### src/rtl/uart_transmitter_pkg.sv
// Shared definitions for the UART transmit path: FSM state encoding, line levels
// and default sizing.
`timescale 1ns/1ps
package uart_transmitter_pkg;

  localparam int UART_DATA_BITS  = 8;
  localparam int UART_FIFO_DEPTH = 4;

  localparam logic START_BIT = 1'b0;
  localparam logic STOP_BIT  = 1'b1;

  // Encoding matches the receiver so both halves can be probed the same way.
  typedef enum logic [1:0] {
    ST_IDLE  = 2'd0,
    ST_START = 2'd1,
    ST_DATA  = 2'd2,
    ST_STOP  = 2'd3
  } tx_state_e;

endpackage

### src/rtl/uart_transmitter_tx_fifo.sv
// Byte buffer for the transmitter: extra-MSB pointers, registered full flag,
// read data taken straight from the storage registers at the read pointer.
`timescale 1ns/1ps
module uart_tx_fifo
  import uart_transmitter_pkg::*;
#(
  parameter int DATA_BITS  = UART_DATA_BITS,
  parameter int FIFO_DEPTH = UART_FIFO_DEPTH
) (
  input  logic                 clk,
  input  logic                 rst,
  input  logic                 wr_en,
  input  logic [DATA_BITS-1:0] wr_data,
  input  logic                 rd_en,
  output logic                 full,
  output logic                 empty,
  output logic [DATA_BITS-1:0] dout
);

  localparam int ADDR_W = $clog2(FIFO_DEPTH);
  localparam int PTR_W  = ADDR_W + 1;

  logic [DATA_BITS-1:0] r_mem [FIFO_DEPTH];
  logic [PTR_W-1:0]     r_wr_ptr;
  logic [PTR_W-1:0]     r_rd_ptr;
  logic                 r_full;

  logic [PTR_W-1:0]     w_wr_ptr_nxt;
  logic [PTR_W-1:0]     w_rd_ptr_nxt;
  logic                 w_do_wr;
  logic                 w_do_rd;
  logic                 w_full_nxt;

  assign w_do_wr = wr_en & ~r_full;
  assign w_do_rd = rd_en & ~empty;

  // NOTE: every always_comb output gets a default first so no path can infer a latch.
  always_comb begin
    w_wr_ptr_nxt = r_wr_ptr;
    w_rd_ptr_nxt = r_rd_ptr;
    if (w_do_wr) w_wr_ptr_nxt = r_wr_ptr + PTR_W'(1);
    if (w_do_rd) w_rd_ptr_nxt = r_rd_ptr + PTR_W'(1);
  end

  assign w_full_nxt = (w_wr_ptr_nxt[PTR_W-1] != w_rd_ptr_nxt[PTR_W-1]) &&
                      (w_wr_ptr_nxt[ADDR_W-1:0] == w_rd_ptr_nxt[ADDR_W-1:0]);

  always_ff @(posedge clk) begin
    if (rst) begin
      r_wr_ptr <= '0;
      r_rd_ptr <= '0;
      r_full   <= 1'b0;
    end else begin
      r_wr_ptr <= w_wr_ptr_nxt;
      r_rd_ptr <= w_rd_ptr_nxt;
      r_full   <= w_full_nxt;
    end
  end

  // NOTE: storage is not reset; the pointers alone define which entries are valid.
  always_ff @(posedge clk) begin
    if (w_do_wr) r_mem[r_wr_ptr[ADDR_W-1:0]] <= wr_data;
  end

  assign empty = (r_wr_ptr == r_rd_ptr);
  assign full  = r_full;
  assign dout  = r_mem[r_rd_ptr[ADDR_W-1:0]];

endmodule

### src/rtl/uart_transmitter.sv
// 8N1 UART transmitter: buffers bytes from a valid/ready port and shifts them out
// LSB-first, one line level per rising edge of the shared baud square wave.
`timescale 1ns/1ps
module uart_transmitter
  import uart_transmitter_pkg::*;
#(
  parameter int DATA_BITS  = UART_DATA_BITS,
  parameter int FIFO_DEPTH = UART_FIFO_DEPTH
) (
  input  logic                 clk,
  input  logic                 rst,
  input  logic                 baud_rate_signal,
  input  logic [DATA_BITS-1:0] data,
  input  logic                 data_valid,
  output logic                 tx_ready,
  output logic                 uart_tx,
  output logic                 tx_busy,
  output logic                 overflow
);

  localparam int               CNT_W    = $clog2(DATA_BITS);
  localparam logic [CNT_W-1:0] LAST_BIT = CNT_W'(DATA_BITS - 1);

  tx_state_e            r_state;
  logic                 r_baud_q;
  logic                 r_uart_tx;
  logic                 r_overflow;
  logic [DATA_BITS-1:0] r_shift;
  logic [CNT_W-1:0]     r_bit_cnt;

  logic                 w_tick;
  logic                 w_wr_en;
  logic                 w_rd_en;
  logic                 w_fifo_full;
  logic                 w_fifo_empty;
  logic [DATA_BITS-1:0] w_fifo_dout;

  assign w_tick   = baud_rate_signal & ~r_baud_q;
  assign tx_ready = ~w_fifo_full;
  assign w_wr_en  = data_valid & tx_ready;
  // A byte leaves the buffer only where a new frame begins: from IDLE or straight out of STOP.
  assign w_rd_en  = w_tick & ~w_fifo_empty & ((r_state == ST_IDLE) | (r_state == ST_STOP));

  uart_tx_fifo #(
    .DATA_BITS  (DATA_BITS),
    .FIFO_DEPTH (FIFO_DEPTH)
  ) u_fifo (
    .clk     (clk),
    .rst     (rst),
    .wr_en   (w_wr_en),
    .wr_data (data),
    .rd_en   (w_rd_en),
    .full    (w_fifo_full),
    .empty   (w_fifo_empty),
    .dout    (w_fifo_dout)
  );

  // NOTE: sequential state uses non-blocking assignments so every register sees pre-edge values.
  always_ff @(posedge clk) begin
    if (rst) begin
      r_baud_q   <= 1'b0;
      r_overflow <= 1'b0;
    end else begin
      r_baud_q   <= baud_rate_signal;
      r_overflow <= data_valid & ~tx_ready;
    end
  end

  always_ff @(posedge clk) begin
    if (rst) begin
      r_state   <= ST_IDLE;
      r_uart_tx <= STOP_BIT;
      r_shift   <= '0;
      r_bit_cnt <= '0;
    end else if (w_tick) begin
      unique case (r_state)
        ST_IDLE: begin
          if (!w_fifo_empty) begin
            r_shift   <= w_fifo_dout;
            r_uart_tx <= START_BIT;
            r_state   <= ST_START;
          end
        end
        ST_START: begin
          r_uart_tx <= r_shift[0];
          r_bit_cnt <= '0;
          r_state   <= ST_DATA;
        end
        ST_DATA: begin
          if (r_bit_cnt == LAST_BIT) begin
            r_uart_tx <= STOP_BIT;
            r_state   <= ST_STOP;
          end else begin
            r_shift   <= r_shift >> 1;
            r_uart_tx <= r_shift[1];
            r_bit_cnt <= r_bit_cnt + CNT_W'(1);
          end
        end
        ST_STOP: begin
          if (!w_fifo_empty) begin
            r_shift   <= w_fifo_dout;
            r_uart_tx <= START_BIT;
            r_state   <= ST_START;
          end else begin
            r_state   <= ST_IDLE;
          end
        end
        default: r_state <= ST_IDLE;
      endcase
    end
  end

  assign uart_tx  = r_uart_tx;
  assign overflow = r_overflow;
  assign tx_busy  = (r_state != ST_IDLE) | ~w_fifo_empty;

endmodule

### config.mk
export PLATFORM = sky130hd
export DESIGN_NAME = uart_transmitter
export DESIGN_NICKNAME = d
export VERILOG_FILES = /design/src/rtl/uart_transmitter_pkg.sv /design/src/rtl/uart_transmitter_tx_fifo.sv /design/src/rtl/uart_transmitter.sv
export SDC_FILE = /design/constraint.sdc
export NUM_CORES = 1
export LEC_CHECK = 0
export BUFFER_PORTS_ARGS = -buffer_cell sky130_fd_sc_hd__buf_2
export CORE_MARGIN = 2
export CORE_UTILIZATION = 55
export DETAILED_ROUTE_END_ITERATION = 7
export PLACE_DENSITY = 0.8
export REMOVE_ABC_BUFFERS = 1
export SLEW_MARGIN = 20
export SYNTH_ARGS = -nofsm -noshare
export SYNTH_HDL_FRONTEND = slang
export SYNTH_SLANG_ARGS = --single-unit
### constraint.sdc
create_clock -name clk -period 2.1 [get_ports clk]
set_clock_uncertainty 0.1 [all_clocks]
set_input_delay 0.63 -clock clk [delete_from_list [all_inputs] [get_ports clk]]
set_output_delay 0.63 -clock clk [all_outputs]
set_load 0.05 [all_outputs]
**Word level (Yosys, flattened, before mapping)**

Memories as Yosys holds them, arrays and structs flattened. A register that Yosys moved wholly into a read port is not among the register bits.
Index checks and enable logic that the tools add are counted.

- Memories kept: 1
- Memory bits (read-only): 0
- Bits in latches: 0
- Output and inout port bits: 4
- Flip-flop bits (word level): 23
- Input bits: 12
- Memory bits (writable): 32

- Reductions and logical operators: 10
- Divide/modulo/power cells: 0
- Equal/unequal tests: 11
- Muxes and demuxes: 17
- Multiply operators: 0
- Order comparisons: 0
- Shift operators: 0
- Add/subtract/negate cells: 3
- Bitwise operators: 12

Memories:

| name | depth | width | rd ports | clocked after memory_dff | write ports | RTL line | source |
|---|---|---|---|---|---|---|---|
| u_fifo.r_mem | 4 | 8 | 1 | 1 | 1 | uart_transmitter_tx_fifo.sv:23 | `logic [DATA_BITS-1:0] r_mem [FIFO_DEPTH];` |

Operators with widths:

| operator | count |
|---|---|
| $mux W8 | 2 |
| $pmux W8 S2 | 1 |
| $add A3 B1 Y3 const B | 3 |
| $mux W3 | 3 |
| $ne A2 B2 Y1 const B | 4 |
| $pmux W2 S4 | 1 |
| $and A1 B1 Y1 | 7 |
| $mux W2 | 3 |
| $pmux W3 S2 | 1 |
| $reduce_and A3 Y1 | 2 |
| $reduce_bool A2 Y1 | 3 |
| $mux W1 | 5 |
| $eq A2 B2 Y1 const B | 2 |
| $reduce_and A4 Y1 | 1 |
| $eq A3 B3 Y1 | 1 |
| $eq A3 B3 Y1 const B | 1 |
| $not A1 Y1 | 3 |
| $pmux W1 S3 | 1 |
| $eq A2 B1 Y1 const B | 1 |
| $eq A2 B2 Y1 | 1 |
| $logic_not A2 Y1 | 1 |
| $or A1 B1 Y1 | 2 |
| $reduce_and A2 Y1 | 1 |
| $reduce_or A2 Y1 | 1 |
| other kinds (2) | 2 |

**Depth between registers and ports, before layout**

- Depth in word-level cells: 8
- Depth in mapped cells: 7
- Mapped depth without buffers: 7

**By module**

A second synthesis with hierarchy kept.

- Cells, all modules: 188
- Area, all modules: 2553.7 um^2

By module, submodules not included:

| module | area an instance (um^2) | cells an instance | instances | seq. area each (um^2) |
|---|---|---|---|---|
| uart_tx_fifo | 1702.9 | 102 | 1 | 1101.1 |
| uart_transmitter | 850.8 | 86 | 1 | 320.3 |

**Worst setup path after synthesis**

Ideal clock, no wire load.

- Path kind: register to output
- Start point: reg u_fifo.r_rd_ptr[1]
- End point: out tx_busy
- Slack: 0.117 ns
- Arrival time: 1.253 ns
- Stages on the path, launching flop included: 5
- Path through: dfxtp_1 > clkbuf_8 > xnor2_1 > and3_2 > nand2_1

- Cells in the longest elaborated chain, start to end: 3

Ends and longest elaborated chain:

| element | RTL line | source |
|---|---|---|
| start: declaration | uart_transmitter_tx_fifo.sv:25 | `logic [PTR_W-1:0] r_rd_ptr;` |
| start signal: assignment | uart_transmitter_tx_fifo.sv:55 | `r_rd_ptr <= w_rd_ptr_nxt;` |
| $eq A3 B3 Y1 | uart_transmitter_tx_fifo.sv:65 | `assign empty = (r_wr_ptr == r_rd_ptr);` |
| $not A1 Y1 | uart_transmitter.sv:115 | `assign tx_busy = (r_state != ST_IDLE) \| ~w_fifo_empty;` |
| $or A1 B1 Y1 | uart_transmitter.sv:115 |  |
| end: declaration | uart_transmitter.sv:17 | `output logic tx_busy,` |

No other way between the ends.

**Worst setup path in the final report**

- Start point: reg u_fifo.r_wr_ptr[0]
- End point: out tx_busy

- Cells in the longest elaborated chain, start to end: 3

Ends and longest elaborated chain:

| element | RTL line | source |
|---|---|---|
| start: declaration | uart_transmitter_tx_fifo.sv:24 | `logic [PTR_W-1:0] r_wr_ptr;` |
| start signal: assignment | uart_transmitter_tx_fifo.sv:54 | `r_wr_ptr <= w_wr_ptr_nxt;` |
| $eq A3 B3 Y1 | uart_transmitter_tx_fifo.sv:65 |  |
| $not A1 Y1 | uart_transmitter.sv:115 |  |
| $or A1 B1 Y1 | uart_transmitter.sv:115 |  |

No other way between the ends.

==> flow_summary.json <==
{
  "status": "completed",
  "htree_levels": 2,
  "finalCriticalPeriod_ns": 2.04,
  "gp_congestion": 0.775,
  "worstSkewPairLatency_ns": 0.30,
  "crit_path_end_kind": "primary output",
  "dp.cells": 239,
  "antenna_found_initial": 0,
  "grt_max_degree": 25,
  "start_kind": "register",
  "ys_seq_area_share_pct": 58.2,
  "slew_violations": 0,
  "diodes": 0,
  "vias": 1427,
  "avgSynthCellArea_sq_um": 14.1,
  "cts_inserted_buffers": 5,
  "cts_root_buf": "clkbuf_8",
  "stdcell_count": 249,
  "tritoncts": "yes",
  "dp_hpwl_microns": 2870,
  "critical_path_class": "register to primary output",
  "avgViaCountPerCell": 5.73,
  "p_leak_nw": 0.965,
  "syn_area_sq_um": 2440,
  "synth_cell_type_count": 34,
  "finalSetupViolations": 0,
  "synth_edf_count": 32,
  "grt_overflow": 0,
  "cap_viol_max_count": 0,
  "die_h_microns": 70.6,
  "ant_nets": 0,
  "postCtsHoldBufs": 0,
  "portBuffers": 15,
  "crit_arrival_ns": 1.31,
  "hp-class": "register to register",
  "dieWidth_microns": 70.6,
  "rows": 24,
  "cp.required_ns": 1.37,
  "first_global_vias": 1456,
  "cp_max_fo": 4,
  "worst_pin_slew_ns": 0.448,
  "wire_per_inst_microns": 16.6,
  "power_density_nw_per_um2": 858,
  "dieArea_sq_um": 4990,
  "holdWs_ns": 0.368,
  "num_io_pins": 16,
  "drtIter0Drc": 51,
  "netlist_instances": 173,
  "fin_crit_sh_pct": 97.0,
  "finalPower_w": 0.00234,
  "syn_to_final_growth_pct": 11.8,
  "yosys_warnings": 0,
  "peakVddDrop_mv": 0.462,
  "grt_usage_pct": 17.3,
  "fin_setup_tns_ns": 0,
  "initial_utilization_pct": 56.5,
  "layout-drive-gt1-share_pct": 22.3,
  "grt_pass1_wl_microns": 6640,
  "synth_ff_type": "edfxtp_1",
  "drc_errors": 0,
  "clk_pin_slew_ns": 0.09,
  "drt_wl_total_microns": 4130,
  "max_freq_mhz": 491,
  "core_region_area_sq_um": 4320,
  "setup_ws_ns": 0.0636,
  "synthArstFlopShare_pct": 0,
  "place_ws_ns": 0.000247,
  "drt_pass1_iterations": 4,
  "layout.nets": 220,
  "synth.ff_latch_count": 55,
  "finalHoldViolations": 0,
  "clock_path_buffers": 2,
  "relSlewSlack_pct": 70.2,
  "clock-sinks": 55
}
[cells in the mapped netlist (4+ instances only)]
cell       n  share of area, %
inv_1      6              0.92
nor2_1    23               3.5
xnor2_1    7               2.5
edfxtp_1  32                39
a211oi_1   8               2.5
and2_1     4               1.0
o21ai_0    5               1.0
mux4_1     8               8.6
dfxtp_1   23                19
ha_1      12               6.1
mux2i_1   10               4.1
[report_power, final]
part	switching (W)	leakage [nW]	total (W)	internal, W
registers	0.0000475	0.484	0.00127	0.00122
logic	0.000293	0.439	0.000530	0.000237
clock network	0.000308	0.0422	0.000543	0.000235
[per-stage QoR]
step	utilization [%]	area, sq um
2_1_floorplan	-	2400
3_3_place_gp	59.6	2580
3_5_place_dp	59.6	2580
4_1_cts	61.8	2670
5_1_grt	63.2	2730
6_report	63.2	2730
[layout by cell type, fill, tap and decap left out, drive strengths merged, types with 2 or more instances in the layout]
cell type   n
ha         12
inv         6
o21ai       5
buf        22
nand2       2
a22oi       3
clkbuf      7
and2        4
nand2b      2
a221oi      2
xnor2       8
nor2b       3
edfxtp     32
mux4        8
nand3       2
a211oi      8
nor2       23
mux2i      10
a22o        2
dfxtp      23
xor2        2
a21oi       2
[worst paths after layout]
path,startpoint,end,slack (ns),cells after the start
worst max-delay path,u_fifo.r_wr_ptr[0],tx_busy,0.06,4
worst min-delay path,u_fifo.full,overflow,0.37,2
worst max register to register,r_state[0],u_fifo.full,0.09,6
worst min register to register,u_fifo.full,overflow,0.37,2
[worst max-delay path: stages (launching register included)]
cell     delay [ns]
dfxtp_4        0.37
xnor2_4        0.20
and3_4         0.22
nand2_1        0.07
buf_6          0.15
[routing by layer]
layer,global-route usage [%],up-vias,share of wire (%)
met5,0,-,0
met2,30.0,22,54
met3,3.13,9,2.1
met1,20.9,700,42
met4,8.39,0,2.4
li1,-,696,-
[cells by family after synthesis]
kind of cell             Yosys count  share of synthesized area [%]
AO/OA/AOI/OAI                     26                           8.15
XOR/XNOR                          10                           3.89
adder cells (fa/ha/maj)           12                           6.15
buffers and inverters             12                           2.61
flip-flops                        55                           58.2
multiplexers                      19                           13.2
AND/OR/NAND/NOR                   39                           7.84
[area by class of cell]
cell class,count,area [sq um]
Fill cell,321,1590
Multi-Input combinational cell,106,997
Tap cell,52,65.1
Clock inverter,1,5.00
Clock buffer,7,76.3
Timing Repair Buffer,22,134
Sequential cell,55,1430
Inverter,6,22.5
[flip-flops by register name, indices dropped and copies added, names as in the netlist]
| register | flops |
|---|---|
| u_fifo.r_mem | 32 |
| r_bit_cnt | 3 |
| uart_tx | 1 |
| u_fifo.r_rd_ptr | 3 |
| u_fifo.r_wr_ptr | 3 |
| u_fifo.full | 1 |
| r_baud_q | 1 |
| r_state | 2 |
| r_shift | 8 |
| overflow | 1 |
[timing repair]
item,in CTS,in global routing
buffers inserted,0,2
resized for setup,5,11
pin swaps,0,3
endpoints found under the setup margin,2,9
Note: power is estimated with default switching activity, not from simulation.
